$ cat config.mk
export PLATFORM = sky130hd
export DESIGN_NAME = lsq
export DESIGN_NICKNAME = d
export VERILOG_FILES = /design/src/rtl/lsq_pkg.sv /design/src/rtl/lsq_align.sv /design/src/rtl/lsq.sv
export SDC_FILE = /design/constraint.sdc
export NUM_CORES = 1
export LEC_CHECK = 0
export CELL_PAD_IN_SITES_DETAIL_PLACEMENT = 0
export CELL_PAD_IN_SITES_GLOBAL_PLACEMENT = 1
export CORE_MARGIN = 8
export CORE_UTILIZATION = 40
export DETAILED_ROUTE_END_ITERATION = 12
export GPL_TIMING_DRIVEN = 0
export PLACE_DENSITY_LB_ADDON = 0.1
export SYNTH_ARGS = -nofsm -noshare
export SYNTH_HDL_FRONTEND = slang
export SYNTH_HIERARCHICAL = 1
export SYNTH_SLANG_ARGS = --single-unit
$ cat constraint.sdc
create_clock -name clk -period 11.8 [get_ports clk]
set_input_delay 1.77 -clock clk [delete_from_list [all_inputs] [get_ports clk]]
set_output_delay 1.77 -clock clk [all_outputs]
set_load 0.02 [all_outputs]
$ cat src/rtl/lsq_pkg.sv
// lsq_pkg: shared configuration, operand types and queue entry layout for the load/store queue.
package lsq_pkg;
  localparam int LSQ_DEPTH_CFG = 8;
  localparam int BRU_BITS = 2;
  localparam int ROB_BITS = 4;
  typedef logic [$clog2(LSQ_DEPTH_CFG)-1:0] lsq_ent_t;
  typedef logic [2**BRU_BITS-1:0] br_mask_t;
  typedef logic [ROB_BITS-1:0] rob_ent_t;
  typedef logic [4:0] rreg_t;
  typedef logic [5:0] preg_t;
  typedef enum logic [2:0] {
    LSF_B  = 3'b000,
    LSF_H  = 3'b001,
    LSF_W  = 3'b010,
    LSF_BU = 3'b100,
    LSF_HU = 3'b101
  } load_store_f3_t;
  typedef enum logic {IDLE, WAIT_RESP} lsq_state_t;
  typedef struct packed {
    logic valid;
    logic addr_valid;
    logic committed;
    logic is_str;
    br_mask_t br_mask;
    logic [31:0] addr;
    load_store_f3_t f3;
    logic [31:0] str_val;
    rob_ent_t rob_idx;
    rreg_t rd;
    preg_t pd;
  } lsq_entry_t;
endpackage

$ cat src/rtl/lsq_align.sv
// lsq_align: byte-lane mask, store data shift and load extraction/extension.
module lsq_align
  import lsq_pkg::*;
(
  input  load_store_f3_t f3,
  input  logic [1:0]     lane,
  input  logic [31:0]    str_val,
  input  logic [31:0]    rdata,
  output logic [3:0]     mask,
  output logic [31:0]    wdata,
  output logic [31:0]    ld_data
);
  logic [31:0] sh;
  always_comb begin
    mask = (f3[1:0] == 2'b00 ? 4'b0001 : f3[1:0] == 2'b01 ? 4'b0011 : 4'b1111) << lane;
    wdata = str_val << {lane, 3'b000};
    sh = rdata >> {lane, 3'b000};
    ld_data = f3 == LSF_B  ? {{24{sh[7]}}, sh[7:0]} :
              f3 == LSF_H  ? {{16{sh[15]}}, sh[15:0]} :
              f3 == LSF_BU ? {24'b0, sh[7:0]} :
              f3 == LSF_HU ? {16'b0, sh[15:0]} : sh;
  end
endmodule

$ cat src/rtl/lsq.sv
// lsq: circular in-order load/store queue issuing one memory request at a time from its head,
// with branch-mask based squashing of the young suffix.
module lsq
  import lsq_pkg::*;
#(
  parameter int LSQ_DEPTH = LSQ_DEPTH_CFG,
  parameter int LSQ_BITS = $clog2(LSQ_DEPTH)
) (
  input  logic                clk,
  input  logic                rst,
  input  logic                alloc_valid,
  input  logic                alloc_is_str,
  input  br_mask_t            alloc_br_mask,
  output logic                alloc_ready,
  output logic [LSQ_BITS-1:0] alloc_idx,
  input  logic                ex_valid,
  input  logic [LSQ_BITS-1:0] ex_lsq_idx,
  input  logic [31:0]         ex_addr,
  input  load_store_f3_t      ex_ld_str_type,
  input  logic                ex_is_str,
  input  logic [31:0]         ex_str_val,
  input  rob_ent_t            ex_rob_idx,
  input  rreg_t               ex_rd,
  input  preg_t               ex_pd,
  input  logic                commit_str,
  input  logic                br_valid,
  input  logic                br_mispred,
  input  logic [BRU_BITS-1:0] br_idx,
  output logic [31:0]         dmem_addr,
  output logic [3:0]          dmem_rmask,
  output logic [3:0]          dmem_wmask,
  output logic [31:0]         dmem_wdata,
  input  logic [31:0]         dmem_rdata,
  input  logic                dmem_resp,
  output logic                deq_done,
  output logic [31:0]         deq_ld_data,
  output rreg_t               deq_rd,
  output preg_t               deq_pd,
  output rob_ent_t            deq_rob_idx,
  output logic                st_done,
  output rob_ent_t            st_done_rob_idx
);
  lsq_entry_t q [LSQ_DEPTH];
  lsq_state_t state, state_n;
  logic [LSQ_BITS-1:0] head, tail, k_off;
  logic [LSQ_BITS:0] count;
  logic [LSQ_DEPTH-1:0] kill;
  logic drop, mis, any_kill, kill_head, alloc_acc, ex_ok, go, pop, act;
  br_mask_t clr_mask;
  logic [31:0] req_addr, req_str_val, a_addr, a_sv, mask_w, wdata, ld_data;
  load_store_f3_t req_f3, a_f3;
  logic req_is_str, a_str;
  logic [3:0] mask;
  always_comb begin
    mis = br_valid & br_mispred;
    clr_mask = (br_valid & ~br_mispred) ? br_mask_t'(1) << br_idx : '0;
    for (int i = 0; i < LSQ_DEPTH; i++) kill[i] = mis & q[i].valid & q[i].br_mask[br_idx];
    any_kill = |kill;
    k_off = '0;
    for (int i = LSQ_DEPTH - 1; i >= 0; i--) if (kill[head + LSQ_BITS'(i)]) k_off = LSQ_BITS'(i);
    kill_head = kill[head];
    alloc_ready = (count != (LSQ_BITS + 1)'(LSQ_DEPTH)) & ~mis;
    alloc_idx = tail;
    alloc_acc = alloc_valid & alloc_ready;
    ex_ok = ex_valid & q[ex_lsq_idx].valid & ~kill[ex_lsq_idx];
    go = (state == IDLE) & q[head].valid & q[head].addr_valid &
         (~q[head].is_str | q[head].committed) & ~kill_head;
    pop = (state == WAIT_RESP) & dmem_resp & ~drop & ~kill_head;
    state_n = go ? WAIT_RESP : ((state == WAIT_RESP) & dmem_resp) ? IDLE : state;
    act = go | (state == WAIT_RESP);
    a_addr = go ? q[head].addr : req_addr;
    a_sv = go ? q[head].str_val : req_str_val;
    a_f3 = go ? q[head].f3 : req_f3;
    a_str = go ? q[head].is_str : req_is_str;
    mask_w = {28'b0, mask};
    dmem_addr = act ? {a_addr[31:2], 2'b00} : '0;
    dmem_rmask = (act & ~a_str) ? mask_w[3:0] : '0;
    dmem_wmask = (act & a_str) ? mask_w[3:0] : '0;
    dmem_wdata = (act & a_str) ? wdata : '0;
    deq_done = pop & ~req_is_str;
    deq_ld_data = deq_done ? ld_data : '0;
    deq_rd = deq_done ? q[head].rd : '0;
    deq_pd = deq_done ? q[head].pd : '0;
    deq_rob_idx = deq_done ? q[head].rob_idx : '0;
    st_done = ex_ok & ex_is_str;
    st_done_rob_idx = st_done ? ex_rob_idx : '0;
  end
  lsq_align u_align (
    .f3(a_f3), .lane(a_addr[1:0]), .str_val(a_sv), .rdata(dmem_rdata),
    .mask(mask), .wdata(wdata), .ld_data(ld_data)
  );
  always_ff @(posedge clk) begin
    if (rst) begin
      state <= IDLE;
      drop <= 1'b0;
      head <= '0;
      tail <= '0;
      count <= '0;
      req_addr <= '0;
      req_str_val <= '0;
      req_f3 <= LSF_B;
      req_is_str <= 1'b0;
      for (int i = 0; i < LSQ_DEPTH; i++) begin
        q[i].valid <= 1'b0;
        q[i].addr_valid <= 1'b0;
        q[i].committed <= 1'b0;
      end
    end else begin
      state <= state_n;
      drop <= (state == WAIT_RESP) & ~dmem_resp & (drop | kill_head);
      head <= head + LSQ_BITS'(pop);
      // Killed entries are always the youngest run, so the oldest kill becomes the new tail.
      if (mis & any_kill) begin
        tail <= head + k_off;
        count <= (LSQ_BITS + 1)'(k_off) - (LSQ_BITS + 1)'(pop);
      end else begin
        tail <= tail + LSQ_BITS'(alloc_acc);
        count <= count + (LSQ_BITS + 1)'(alloc_acc) - (LSQ_BITS + 1)'(pop);
      end
      if (go) begin
        req_addr <= q[head].addr;
        req_str_val <= q[head].str_val;
        req_f3 <= q[head].f3;
        req_is_str <= q[head].is_str;
      end
      for (int i = 0; i < LSQ_DEPTH; i++) begin
        q[i].br_mask <= q[i].br_mask & ~clr_mask;
        if (kill[i]) q[i].valid <= 1'b0;
      end
      if (ex_ok) begin
        q[ex_lsq_idx].addr <= ex_addr;
        q[ex_lsq_idx].f3 <= ex_ld_str_type;
        q[ex_lsq_idx].str_val <= ex_str_val;
        q[ex_lsq_idx].rob_idx <= ex_rob_idx;
        q[ex_lsq_idx].rd <= ex_rd;
        q[ex_lsq_idx].pd <= ex_pd;
        q[ex_lsq_idx].addr_valid <= 1'b1;
      end
      if (commit_str & q[head].valid & q[head].is_str) q[head].committed <= 1'b1;
      if (pop) q[head].valid <= 1'b0;
      if (alloc_acc) begin
        q[tail].valid <= 1'b1;
        q[tail].addr_valid <= 1'b0;
        q[tail].committed <= 1'b0;
        q[tail].is_str <= alloc_is_str;
        q[tail].br_mask <= alloc_br_mask & ~clr_mask;
      end
    end
  end
endmodule
# ---- Word level (Yosys, flattened, before mapping)
# Memories as Yosys holds them, arrays and structs flattened. A register that Yosys moved wholly into a read port is not among the register bits.
# Cells that the tools add are included.
dict set report classes {
  add_sub_neg 13
  order_cmp 10
  bitwise 69
  multipliers 0
  n_eq_ne 5
  n_mux 114
  n_reduce_logical 4
  div 0
  shift 4
}
# op n
set op_table {}
lappend op_table {{$mux W32} 9}
lappend op_table {{$mux W1} 67}
lappend op_table {{$and A1 B1 Y1} 38}
lappend op_table {{$and A4 B4 Y4} 9}
lappend op_table {{$lt A3 B4 Y1 const B} 9}
lappend op_table {{$mux W3} 11}
lappend op_table {{$mux W4} 8}
lappend op_table {{$shl A32 B5 Y32} 1}
lappend op_table {{$shr A32 B5 Y32} 1}
lappend op_table {{$bmux W1 S3} 9}
lappend op_table {{$bmux W1 S2} 8}
lappend op_table {{$add A3 B3 Y3 const B} 4}
lappend op_table {{$or A1 B1 Y1} 11}
lappend op_table {{$not A1 Y1} 10}
lappend op_table {{$reduce_or A8 Y1} 1}
lappend op_table {{$add A3 B1 Y3} 2}
lappend op_table {{$add A3 B2 Y3 const B} 2}
lappend op_table {{$eq A3 B3 Y1 const B} 2}
lappend op_table {{$mux W6} 1}
lappend op_table {{$mux W5} 1}
lappend op_table {{$add A4 B1 Y4} 1}
lappend op_table {{$ne A4 B4 Y1 const B} 1}
lappend op_table {{$not A4 Y4} 1}
lappend op_table {{$shl A1 B2 Y4 const A} 1}
lappend op_table {{other kinds (11)} 11}
dict set report totals {
  n_memories 1
  wordCells 229
  regBits 80
  in_bits 133
  rom_bits 0
  latchBits 0
  ramBits 720
  out_inout_bits 129
}
# name words width read_ports rd_clocked_by_memory_dff wr line
set mem_list {}
lappend mem_list {q 8 90 10 1 11 lsq.sv:43} ;# lsq_entry_t q [LSQ_DEPTH];

# ---- Longest topological paths before layout
# Gate-level depths: netlist (run 1).
# An unclocked memory read counts as a cell.
dict set report logic_depth {
  depth_word 16
  mapped_depth 22
  mapped_depth_nobuf 14
}

# ---- Modules after synthesis
# The synthesis (run 1) kept the hierarchy.
# mod seq_area_each_um2 area_each_um2 cells_each n_inst
set modules_own_cells {}
lappend modules_own_cells {lsq 22982.0 33225.6 1977 1}
lappend modules_own_cells {lsq_align 0.0 1285.0 205 1}

# ---- Least setup slack after synthesis (run 1)
# OpenSTA, ideal clock, no wires.
dict set report synth_path {
  kind {in2reg}
  startpoint {input port br_idx[1]}
  endpoint {memory q[0][0] in the netlist's numbering (enable)}
  slack_ns 2.080
  arrival_ns 9.097
  n_path_buf 2
  required_ns 11.177
  stages 9
  setup_ns 0.623
  path_cell_list {buf_2 -> buf_2 -> mux2i_1 -> o22ai_1 -> a21boi_0 -> mux4_2 -> nor2b_1 -> nand3_1 -> nor3_1}
}
# item line
set synth_lines {}
lappend synth_lines {{from (decl)} lsq.sv:28} ;# input logic [BRU_BITS-1:0] br_idx,
lappend synth_lines {{to (decl)} lsq.sv:43}

# ---- Final worst setup path (run 1)
dict set report layout_path {
  startpoint {input port br_idx[1]}
  endpoint {output port deq_ld_data[30]}
}
dict set report layout_via {
  elab_chain_cells 14
  word_cells_on_any_way 42
  classes_between {3 x eq/ne; 1 x shift; 25 x mux; 12 x bitwise; 1 x reduce/logical}
}
# item line
set layout_lines {}
lappend layout_lines {{$bmux W1 S2} lsq.sv:57} ;# for (int i = 0; i < LSQ_DEPTH; i++) kill[i] = mis & q[i].valid & q[i].br_mask[br_idx];
lappend layout_lines {{$mux W1 (not written as such)} lsq.sv:57}
lappend layout_lines {{$and A1 B1 Y1} lsq.sv:57}
lappend layout_lines {{$bmux W1 S3 *} lsq.sv:61} ;# kill_head = kill[head];
lappend layout_lines {{$mux W1 (not written as such) *} lsq.sv:61}
lappend layout_lines {{$not A1 Y1 *} lsq.sv:67} ;# (~q[head].is_str | q[head].committed) & ~kill_head;
lappend layout_lines {{$and A1 B1 Y1 *} lsq.sv:67}
lappend layout_lines {{$mux W32 *} --}
lappend layout_lines {{named net a_addr[1]} lsq.sv:50} ;# logic [31:0] req_addr, req_str_val, a_addr, a_sv, mask_w, wdata, ld_data;
lappend layout_lines {{$shr A32 B5 Y32 *} lsq_align.sv:17} ;# sh = rdata >> {lane, 3'b000};
lappend layout_lines {{$mux W32} lsq_align.sv:21} ;# f3 == LSF_HU ? {16'b0, sh[15:0]} : sh;
lappend layout_lines {{$mux W32} lsq_align.sv:20} ;# f3 == LSF_BU ? {24'b0, sh[7:0]} :
lappend layout_lines {{$mux W32} lsq_align.sv:19} ;# f3 == LSF_H ? {{16{sh[15]}}, sh[15:0]} :
lappend layout_lines {{$mux W32 *} lsq_align.sv:18} ;# ld_data = f3 == LSF_B ? {{24{sh[7]}}, sh[7:0]} :
lappend layout_lines {{named net ld_data[30]} lsq.sv:50}
lappend layout_lines {{$mux W32 *} lsq.sv:81} ;# deq_ld_data = deq_done ? ld_data : '0;
lappend layout_lines {{to (decl)} lsq.sv:36} ;# output logic [31:0] deq_ld_data,
# Mark *: on every way through the listed nets, which the timed path passes. The rest lies on a longest branch. The select of a mux whose other input is x is not followed.

==> impl_results.md, run 1 <==
- Status: complete, no violations
- Crit-path slowest cell: nor4_4
- Final GP Congestion: 0.8414
- Share of the synthesized area in the top cell type: 60.56%
- Warnings, synthesis: 6
- Number of synthesized flops with an enable pin: 696
- Row cnt: 107
- Library cells used by synthesis: 64
- Maximum fanout along the worst path: 11
- CTS tree: yes
- Top-count cell post-synth: edfxtp_1
- First drt pass iteration count: 7
- Pin count of the biggest net entering global routing: 37
- Worst skew pair latency: 0.62 ns
- Syn Std Cell Area: 34,510 um^2
- Antenna violations before repair: 15
- RSZ-0062 raised after global routing: false
- Hold crit path type: reg -> reg
- Drt initial violations: 1,557
- Tot GR Track Use: 20.14%
- Grt total ovfl: 0
- Top cells by count, synth: edfxtp_1, nand2_1, mux4_2
- WS Path Type: in -> out
- Area Overhead vs Synth: 21.75%
- Count of final setup violators: 0
- Die W: 309.7 um
- Layout cell share with drive strength beyond 1: 19.32%
- VDD IR max: 0.0001173 V
- Routed Antenna Nets: 0
- Required time worst endpoint: 10.03 ns
- Post-Syn Area per Cell: 15.82 um^2
- Max clock buf depth: 3
- Leak: 13.74 nW
- Sequential area share after synthesis: 66.59%
- Clock slew seen by the registers of the worst setup and hold paths: 0.05 ns
- Worst slew pin tran: 1.260 ns
- Top_reg_cell synth: edfxtp_1
- Fin crit period: 9.516 ns
- Placed instance area: 39,230 um^2
- Vias/cell: 5.430
- CP max stage delay: 1.11 ns
- Power Total: 5.955 mW
- Critical path arrival: 7.75 ns
- Sink Count: 800
- Final Hold Fails: 0
- Dpl ws: 2.341 ns
- Setup Buffers After CTS: 0
- Final net count: 2,724
- Buffers on Ports: 253
- Clock Skew: 0.02684 ns
- Core Area: 85,280 um^2
- Final WS setup: 2.284 ns
- Vias in the first global route: 21,560
- Worst setup EP type: output port
- Register bit total from synthesis: 800
- Post-Route WL: 97,880 um
- Fmax: 105.1 MHz
- Slew headroom: 15.69%
- Full die area: 95,930 um^2
- Post-synthesis cell count: 2,182
- Routed vias: 20,590
- # resized after CTS: 0
- Startpoint Class: input pin
- Area leader, netlist: edfxtp_1
- CTS Hold Bufs: 0
- Power Dens Cells: 141.7 nW/um^2
- Post-route cell area: 42,020 um^2
- Drt drc: 0
- Post-DR wirelength/cell: 25.81 um
- Max-slew violations: 0
- Total CTS buffers: 87
- Max-Cap Viols: 0
- First-pass GRT wire length: 143,300 um
- Period Utilization, post-route: 80.64%
- CP Cell Sequence: buf_2 -> buf_2 -> mux2i_1 -> o22ai_1 -> o2111ai_1 -> nand4_1 -> nor4_4 -> buf_6 -> mux2_4 -> clkbuf_1 -> nor2_1 -> clkbuf_1 -> nand3_1 -> a21oi_1 -> and2_1 -> clkdlybuf4s50_1
- Ports: 262
- CTS H-tree lvls: 3
- Die Y-Extent: 309.7 um
- Asr flop ratio synth: 0%
- Synth area leaders: edfxtp_1, mux4_2, dfxtp_1, mux2i_1, nand2_1
- Starting density of the core: 40.47%
- Clock tree root driver cell: clkbuf_16
- Detailed placer's ending HPWL: 68,380 um
-- layout make-up --
type,instances,area (um^2)
multi-input combinational,1212,10810
clock buffer,96,2232
sequential,800,22980
tap,1144,1431
timing repair buffer,299,3233
buffer,140,663.1
antenna,8,20.02
inverter,31,116.4
clock inverter,62,526.8
fill,7290,43270
-- flip-flops by register name, summed over array words and instances (netlist names), 3 cells and up --
name         flops
q              720
count            4
req_str_val     32
req_addr        32
alloc_idx        3
head             3
req_f3           3
-- critical path: cells and delay by family --
kind | cells | cell delay (ns)
multiplexers | 2 | 0.86
AO/OA/AOI/OAI | 3 | 0.61
buffers and inverters | 6 | 2.22
AND/OR/NAND/NOR | 5 | 2.26
-- kinds of logic after synthesis --
kind of cell               synth area share [%]
AOI/OAI and AO/OA                         5.765
xor gates and xnor gates                 0.2030
adders and majority gates                0.7686
buffers and inverters                     2.259
DFF                                       66.59
muxes                                     16.43
other                                   0.01087
and+or+nand+nor                           7.969
-- path summary, 6_finish.rpt --
check	startpoint	endpoint	slack, ns	cells past startpoint
setup / recovery	br_idx[1]	deq_ld_data[30]	2.28	16
hold reg to reg	req_addr[11]$_SDFF_PP0_	req_addr[11]$_SDFF_PP0_	0.50	2
setup reg to reg	head[2]$_SDFF_PP0_	count[2]$_SDFF_PP0_	4.97	17
hold / removal	req_addr[11]$_SDFF_PP0_	req_addr[11]$_SDFF_PP0_	0.50	2
-- metrics by stage --
| stage | utilization [%] | hold slack (ns) | instances | setup TNS, ns |
|---|---|---|---|---|
| finish | 49.27 | 0.5010 | 3792 | 0 |
| detailed placement | 46.00 | 0.4925 | 3625 | 0 |
| global route | 49.25 | 0.5416 | 3785 | 0 |
| CTS | 49.24 | 0.5001 | 3783 | 0 |
| global placement | 45.12 | 0.4876 | 3580 | -1210.45 |
| floorplan | - | 0.4701 | 2183 | 0 |
-- layer usage --
layer / vias to the layer above / GRT usage [%] / part of all wire, %
met4: 12 / 4.333 / 1.7
li1: 9264 / - / -
met2: 566 / 34.33 / 49
met3: 134 / 3.940 / 5.6
met1: 10620 / 26.82 / 43
met5: - / 0 / 0.082
-- placed cells by master, fill, tap and decap left out, types with 29 or more instances in the layout --
cell,count
clkdlybuf4s50_1,253
clkbuf_1,91
nand2_1,228
dfxtp_1,104
mux4_2,180
o21ai_0,50
nor2_1,96
clkbuf_16,88
edfxtp_1,696
and2_1,119
mux2_4,31
mux2i_1,97
inv_1,29
a21oi_1,84
-- report_power, final --
group | switching [mW] | internal [mW]
Sequential | 0.0127 | 3.09
Clock | 1.10 | 1.52
Combinational | 0.130 | 0.0938
Total | 1.25 | 4.71
Note: power is estimated with default switching activity, not from simulation.
==> inputs of run 2 (changes only) <==
==> constraint.sdc (replaced) <==
create_clock -name clk -period 9.95 [get_ports clk]
set_input_delay 1.4925 -clock clk [delete_from_list [all_inputs] [get_ports clk]]
set_output_delay 1.4925 -clock clk [all_outputs]
set_load 0.02 [all_outputs]
==> results of run 2 <==
Same layout as run 1 (identical final DEF). Status: complete, no violations.
Among the figures that moved: setup slack after placement 2.341 ns -> 1.046 ns; setup slack after layout 2.284 ns -> 0.9889 ns; register-to-register setup slack 4.97 ns -> 3.12 ns; total power 5.955 mW -> 7.062 mW; worst IR drop on VDD 0.0001173 V -> 0.0001391 V
